$ cat src/rtl/vga_timing_pkg.sv
// Shared timing constants and the decoded-signal bundle used by the VGA timing engine.
// The defaults describe the 800x600 @ 60 Hz (40 MHz pixel clock) mode.
package vga_timing_pkg;

   localparam int DEF_H_ACTIVE      = 800;
   localparam int DEF_H_FRONT_PORCH = 40;
   localparam int DEF_H_SYNCH       = 128;
   localparam int DEF_H_BACK_PORCH  = 88;
   localparam int DEF_V_ACTIVE      = 600;
   localparam int DEF_V_FRONT_PORCH = 1;
   localparam int DEF_V_SYNCH       = 4;
   localparam int DEF_V_BACK_PORCH  = 23;
   localparam int DEF_PIPE_DELAY    = 2;
   localparam int MAX_PIPE_DELAY    = 7;
   localparam int DEF_PW            = 11;
   localparam int DEF_LW            = 10;

   // Decoded timing, always active-high; polarity is applied only at the outputs.
   typedef struct packed {
      logic h_s;
      logic v_s;
      logic csync;
      logic blank;
      logic line_start;
      logic frame_start;
   } timing_dec_t;

   localparam timing_dec_t DEC_IDLE = '{h_s: 1'b0, v_s: 1'b0, csync: 1'b0,
                                        blank: 1'b1, line_start: 1'b0,
                                        frame_start: 1'b0};

   function automatic int span_total(input int a, input int b, input int c, input int d);
      return a + b + c + d;
   endfunction

endpackage

$ cat src/rtl/timing_delay_line.sv
// Enable-gated shift register with a per-bit reset pattern; DEPTH=0 degenerates to a wire.
module timing_delay_line #(
   parameter int               WIDTH   = 1,
   parameter int               DEPTH   = 1,
   parameter logic [WIDTH-1:0] RST_VAL = '0
) (
   input  logic             pixel_clock,
   input  logic             reset_n,
   input  logic             pixel_en,
   input  logic [WIDTH-1:0] din,
   output logic [WIDTH-1:0] dout
);

   generate
      if (DEPTH == 0) begin : g_wire
         logic unused_ctrl;
         assign unused_ctrl = &{1'b0, pixel_clock, reset_n, pixel_en};
         assign dout        = din;
      end else begin : g_pipe
         logic [WIDTH-1:0] stage [DEPTH];

         always_ff @(posedge pixel_clock or negedge reset_n) begin
            if (!reset_n) begin
               for (int i = 0; i < DEPTH; i++) begin
                  stage[i] <= RST_VAL;
               end
            end else if (pixel_en) begin
               stage[0] <= din;
               for (int i = 1; i < DEPTH; i++) begin
                  stage[i] <= stage[i-1];
               end
            end
         end

         assign dout = stage[DEPTH-1];
      end
   endgenerate

endmodule

$ cat src/rtl/vga_timing_engine.sv
// VGA raster timing generator: pixel/line counters, range decode, DAC-matched delay
// pipeline and output polarity. Everything advances only on enabled pixel clocks.
module vga_timing_engine
   import vga_timing_pkg::*;
#(
   parameter int H_ACTIVE      = DEF_H_ACTIVE,
   parameter int H_FRONT_PORCH = DEF_H_FRONT_PORCH,
   parameter int H_SYNCH       = DEF_H_SYNCH,
   parameter int H_BACK_PORCH  = DEF_H_BACK_PORCH,
   parameter int V_ACTIVE      = DEF_V_ACTIVE,
   parameter int V_FRONT_PORCH = DEF_V_FRONT_PORCH,
   parameter int V_SYNCH       = DEF_V_SYNCH,
   parameter int V_BACK_PORCH  = DEF_V_BACK_PORCH,
   parameter bit H_POL         = 1'b1,
   parameter bit V_POL         = 1'b1,
   parameter int PIPE_DELAY    = DEF_PIPE_DELAY,
   parameter int PW            = DEF_PW,
   parameter int LW            = DEF_LW
) (
   input  logic          pixel_clock,
   input  logic          reset_n,
   input  logic          pixel_en,
   output logic          h_synch,
   output logic          v_synch,
   output logic          comp_synch,
   output logic          blank,
   output logic          de,
   output logic          line_start,
   output logic          frame_start,
   output logic [PW-1:0] pixel_count,
   output logic [LW-1:0] line_count
);

   localparam int H_TOTAL = span_total(H_ACTIVE, H_FRONT_PORCH, H_SYNCH, H_BACK_PORCH);
   localparam int V_TOTAL = span_total(V_ACTIVE, V_FRONT_PORCH, V_SYNCH, V_BACK_PORCH);

   // Out-of-range delays are clamped to what the DAC pipeline can need.
   localparam int DELAY = (PIPE_DELAY > MAX_PIPE_DELAY) ? MAX_PIPE_DELAY :
                          (PIPE_DELAY < 0)              ? 0 : PIPE_DELAY;

   localparam logic [PW-1:0] H_LAST    = PW'(H_TOTAL - 1);
   localparam logic [PW-1:0] H_ACT_END = PW'(H_ACTIVE);
   localparam logic [PW-1:0] H_S_START = PW'(H_ACTIVE + H_FRONT_PORCH);
   localparam logic [PW-1:0] H_S_END   = PW'(H_ACTIVE + H_FRONT_PORCH + H_SYNCH);
   localparam logic [LW-1:0] V_LAST    = LW'(V_TOTAL - 1);
   localparam logic [LW-1:0] V_ACT_END = LW'(V_ACTIVE);
   localparam logic [LW-1:0] V_S_START = LW'(V_ACTIVE + V_FRONT_PORCH);
   localparam logic [LW-1:0] V_S_END   = LW'(V_ACTIVE + V_FRONT_PORCH + V_SYNCH);

   logic        end_of_line;
   logic        h_act;
   logic        v_act;
   logic        h_s;
   logic        v_s;
   timing_dec_t dec_p0;
   timing_dec_t dec_p1;
   timing_dec_t dec_p2;

   assign end_of_line = (pixel_count == H_LAST);

   always_ff @(posedge pixel_clock or negedge reset_n) begin
      if (!reset_n) begin
         pixel_count <= '0;
         line_count  <= '0;
      end else if (pixel_en) begin
         if (end_of_line) begin
            pixel_count <= '0;
            line_count  <= (line_count == V_LAST) ? '0 : line_count + 1'b1;
         end else begin
            pixel_count <= pixel_count + 1'b1;
         end
      end
   end

   // Stage p0: combinational range decode of the live counters.
   assign h_act = (pixel_count < H_ACT_END);
   assign h_s   = (pixel_count >= H_S_START) && (pixel_count < H_S_END);
   assign v_act = (line_count < V_ACT_END);
   assign v_s   = (line_count >= V_S_START) && (line_count < V_S_END);

   always_comb begin
      dec_p0             = DEC_IDLE;
      dec_p0.h_s         = h_s;
      dec_p0.v_s         = v_s;
      dec_p0.csync       = h_s ^ v_s;
      dec_p0.blank       = ~(h_act & v_act);
      dec_p0.line_start  = (pixel_count == '0);
      dec_p0.frame_start = (pixel_count == '0) && (line_count == '0);
   end

   // Stage p1: single decode register.
   always_ff @(posedge pixel_clock or negedge reset_n) begin
      if (!reset_n) begin
         dec_p1 <= DEC_IDLE;
      end else if (pixel_en) begin
         dec_p1 <= dec_p0;
      end
   end

   // Stage p2: DAC-matching delay.
   timing_delay_line #(
      .WIDTH   ($bits(timing_dec_t)),
      .DEPTH   (DELAY),
      .RST_VAL (DEC_IDLE)
   ) u_delay (
      .pixel_clock (pixel_clock),
      .reset_n     (reset_n),
      .pixel_en    (pixel_en),
      .din         (dec_p1),
      .dout        (dec_p2)
   );

   assign h_synch     = dec_p2.h_s ^ ~H_POL;
   assign v_synch     = dec_p2.v_s ^ ~V_POL;
   assign comp_synch  = dec_p2.csync ^ ~H_POL;
   assign blank       = dec_p2.blank;
   assign de          = ~dec_p2.blank;
   assign line_start  = dec_p2.line_start;
   assign frame_start = dec_p2.frame_start;

endmodule

$ cat config.mk
export PLATFORM = sky130hd
export DESIGN_NAME = vga_timing_engine
export DESIGN_NICKNAME = d
export VERILOG_FILES = /design/src/rtl/vga_timing_pkg.sv /design/src/rtl/timing_delay_line.sv /design/src/rtl/vga_timing_engine.sv
export SDC_FILE = /design/constraint.sdc
export NUM_CORES = 1
export LEC_CHECK = 0
export CAP_MARGIN = 20
export CORE_ASPECT_RATIO = 1.5
export CORE_MARGIN = 2
export CORE_UTILIZATION = 45
export CTS_CLUSTER_DIAMETER = 50
export DETAILED_ROUTE_END_ITERATION = 7
export PLACE_DENSITY = 0.68
export REMOVE_ABC_BUFFERS = 1
export SYNTH_ARGS = -nofsm -noshare
export SYNTH_HDL_FRONTEND = slang
export SYNTH_HIERARCHICAL = 1
export SYNTH_SLANG_ARGS = --single-unit
export TNS_END_PERCENT = 100
$ cat constraint.sdc
create_clock -name pixel_clock -period 1.4 [get_ports pixel_clock]
set_input_delay 0.14 -clock pixel_clock [delete_from_list [all_inputs] [get_ports pixel_clock]]
set_output_delay 0.14 -clock pixel_clock [all_outputs]
set_load 0.03 [all_outputs]
==> flow_summary.ini <==
[synth]
synth_edf_count = 0
avgSynthCellArea_um2 = 11.27
ys_ff_latch = 39
yosys_warnings = 6
synth_cell_types = 43
synthesis.instances = 176
syn_area_um2 = 1983
dominantRegCellSynth = dfrtp_1
ys_seq_area_share_pct = 49.40
async_flop_share_pct = 100.0

[die]
chipWidth_um = 58.21
fp.coreArea_um2 = 4245
floorplan.rows = 29
die-area_um2 = 4965
io_pins = 31
die_h_um = 85.31
initial_utilization_pct = 46.71

[placement]
place_congestion = 0.8469
hpwl_um = 3411
postPlaceCellArea_um2 = 2608
io_buffers = 30
place_inst = 286
post-place-ws_ns = -0.2378

[route]
drc_errors = 0
wl_per_cell_um = 17.05
post_drt_via_cell_ratio = 5.547
drt_iter0_drc = 46
num_vias = 1714
dr.pass1.iters = 4
wl_um = 5268
antenna_left = 0

[worst_setup_path]
worstPathMaxFanout = 8
reg2reg_depth = 7
r2r_slack_ns = -0.21
endpoint_kind = register
crit_required_ns = 1.57
reg2reg_to = line_count[6]
r2r-start = pixel_count[1]
path_class = reg -> reg
startpoint_type = register
cp-startpoint = pixel_count[1]
crit_arrival_ns = 1.79

[run_status]
status = finished, violations left
violations = setup timing

[timing]
period_share_pct = 115.4
slew_headroom_pct = 69.96
skew_ns = 0.009670
rsz0062_at_grt = true
setup_ws_ns = -0.2150
tightestPinTransition_ns = 0.4506
layout_min_cycle_time_ns = 1.615
slew_violations = 0
tns_ns = -1.989
finalSetupViolCount = 19
hold_violations = 0
holdWs_ns = 0.3253
max_freq_mhz = 619.2

[pwr]
power_leakage_nw = 1.465
power_mw = 3.170
p_per_area_nw_per_um2 = 1074
peakVddDrop_mv = 1.066

[clock_network]
h-tree-depth = 2
clkSinkCount = 39
cts_inserted_buffers = 5
root_buffer = clkbuf_8
cts_max_path_buffers = 2
cts_tree = built
clock_latency_ns = 0.29
cts.clk_slew.worst_paths_ns = 0.08

[grt]
use_met1_pct = 26.13
overflow = 0
grt_first_pass_wirelength_um = 8355
grt_pass1_vias = 1743
grt_busiest_layer = met2
met3_usage_pct = 5.030
grt_max_degree = 23
gr-usage-all-layers_pct = 21.93
antenna_found_initial = 0
use_met2_pct = 37.60

[layout]
area_delta_synth_final_pct = 48.90
design_area_um2 = 2953
finalNonFillerCells = 309
nNetsFinal = 270
layout-drive-gt1-share_pct = 47.53
num_antenna_cells = 0
post-route-util_pct = 69.56

[flow_run]
drv_cap = 0

[hold_path]
holdCritPathClass = in -> async
routing by layer:
metal  wire [um]  vias up
met4         148        0
met2        2876       61
met5           0        -
met3         215       15
met1        2027      846
li1            -      792
layout make-up:
| class | instances | area, um2 |
|---|---|---|
| repair buffers | 89 | 737.0 |
| well taps | 46 | 57.56 |
| clock buffers | 7 | 76.32 |
| flip-flops and latches | 39 | 982.2 |
| inverters | 10 | 37.54 |
| multi-input cells | 117 | 1057 |
| fillers | 320 | 1292 |
| clock inverters | 1 | 5.005 |
critical path, cell delays in order (launching register included):
cell and delay (ns):
dfrtp_1 0.39, ha_2 0.21, and4b_2 0.25, and4_1 0.18, buf_6 0.15, buf_4 0.13
a21oi_2 0.13, a21oi_1 0.06
where the power goes:
| group | total (mW) | switching (mW) | internal (mW) |
|---|---|---|---|
| Clock | 0.727 | 0.377 | 0.350 |
| Combinational | 1.11 | 0.604 | 0.509 |
| Sequential | 1.33 | 0.0915 | 1.24 |
worst max-delay path by stage:
stage / to / depth (start not counted)
after floorplan: line_count[7] / 5
after global placement: dec_p1[3] / 6
after detailed placement: dec_p1[3] / 6
after CTS: line_count[9] / 5
after global routing: line_count[6] / 7
final: line_count[6] / 7
cells by family (layout without fill, tap and decap cells):
group | after synthesis | in the layout | share of synthesized area [%]
AOI/OAI and AO/OA | 29 | 29 | 9.022
and+or+nand+nor | 56 | 56 | 17.29
buffers and inverters | 20 | 107 | 5.489
DFF | 39 | 39 | 49.40
xor gates and xnor gates | 11 | 11 | 4.858
adders and majority gates | 5 | 5 | 3.155
muxes | 16 | 16 | 10.79
sequential cells by signal, summed over array words and instances (netlist names):
register / count
pixel_count: 11
line_count: 10
u_delay/dout: 6
u_delay/g_pipe.stage: 6
dec_p1: 6
layout by cell type, fill, tap and decap left out, types with 3 or more instances in the layout:
master	synthesis	routed
a21oi_1	9	6
a21oi_2	0	3
a31oi_1	4	3
buf_4	7	46
buf_6	1	11
clkbuf_2	0	7
clkbuf_8	0	5
clkdlybuf4s15_1	0	3
dfrtp_1	36	34
dfstp_2	3	3
dlygate4sd2_1	0	18
ha_1	5	3
inv_1	10	8
mux2_4	10	11
mux2i_1	3	3
nand2_1	10	8
nand3_1	8	6
nand3_2	1	3
nand4_1	4	4
nor2_1	8	4
nor2_4	0	3
o21ai_0	8	3
o21ai_1	0	4
or3_1	4	4
xnor2_1	4	3
xor2_1	7	7
timing repair:
action,in CTS,in global routing
endpoints found under the setup margin,44,34
setup buffers,4,11
hold endpoints to repair,17,0
resized for setup,63,38
pin swaps,20,15
hold buffers,1,0
Yosys cell counts (2+ instances only):
library cell | number | share of area [%]
dfstp_2 | 3 | 4.0
xor2_1 | 7 | 3.1
clkbuf_1 | 2 | 0.38
o31ai_1 | 2 | 0.76
and2_1 | 2 | 0.63
nor2_1 | 8 | 1.5
nand2b_1 | 2 | 0.63
mux2_2 | 3 | 1.7
a31oi_1 | 4 | 1.3
dfrtp_1 | 36 | 45
nor3_1 | 4 | 1.0
and3_1 | 2 | 0.63
nand4_1 | 4 | 1.3
or3_1 | 4 | 1.3
nand2_1 | 10 | 1.9
a21oi_1 | 9 | 2.3
ha_1 | 5 | 3.2
o21ai_0 | 8 | 2.0
xnor2_1 | 4 | 1.8
mux2i_1 | 3 | 1.5
nand3_1 | 8 | 2.0
inv_1 | 10 | 1.9
mux2_4 | 10 | 7.6
buf_4 | 7 | 2.6
No activity file was read; power rests on OpenSTA's default activity.
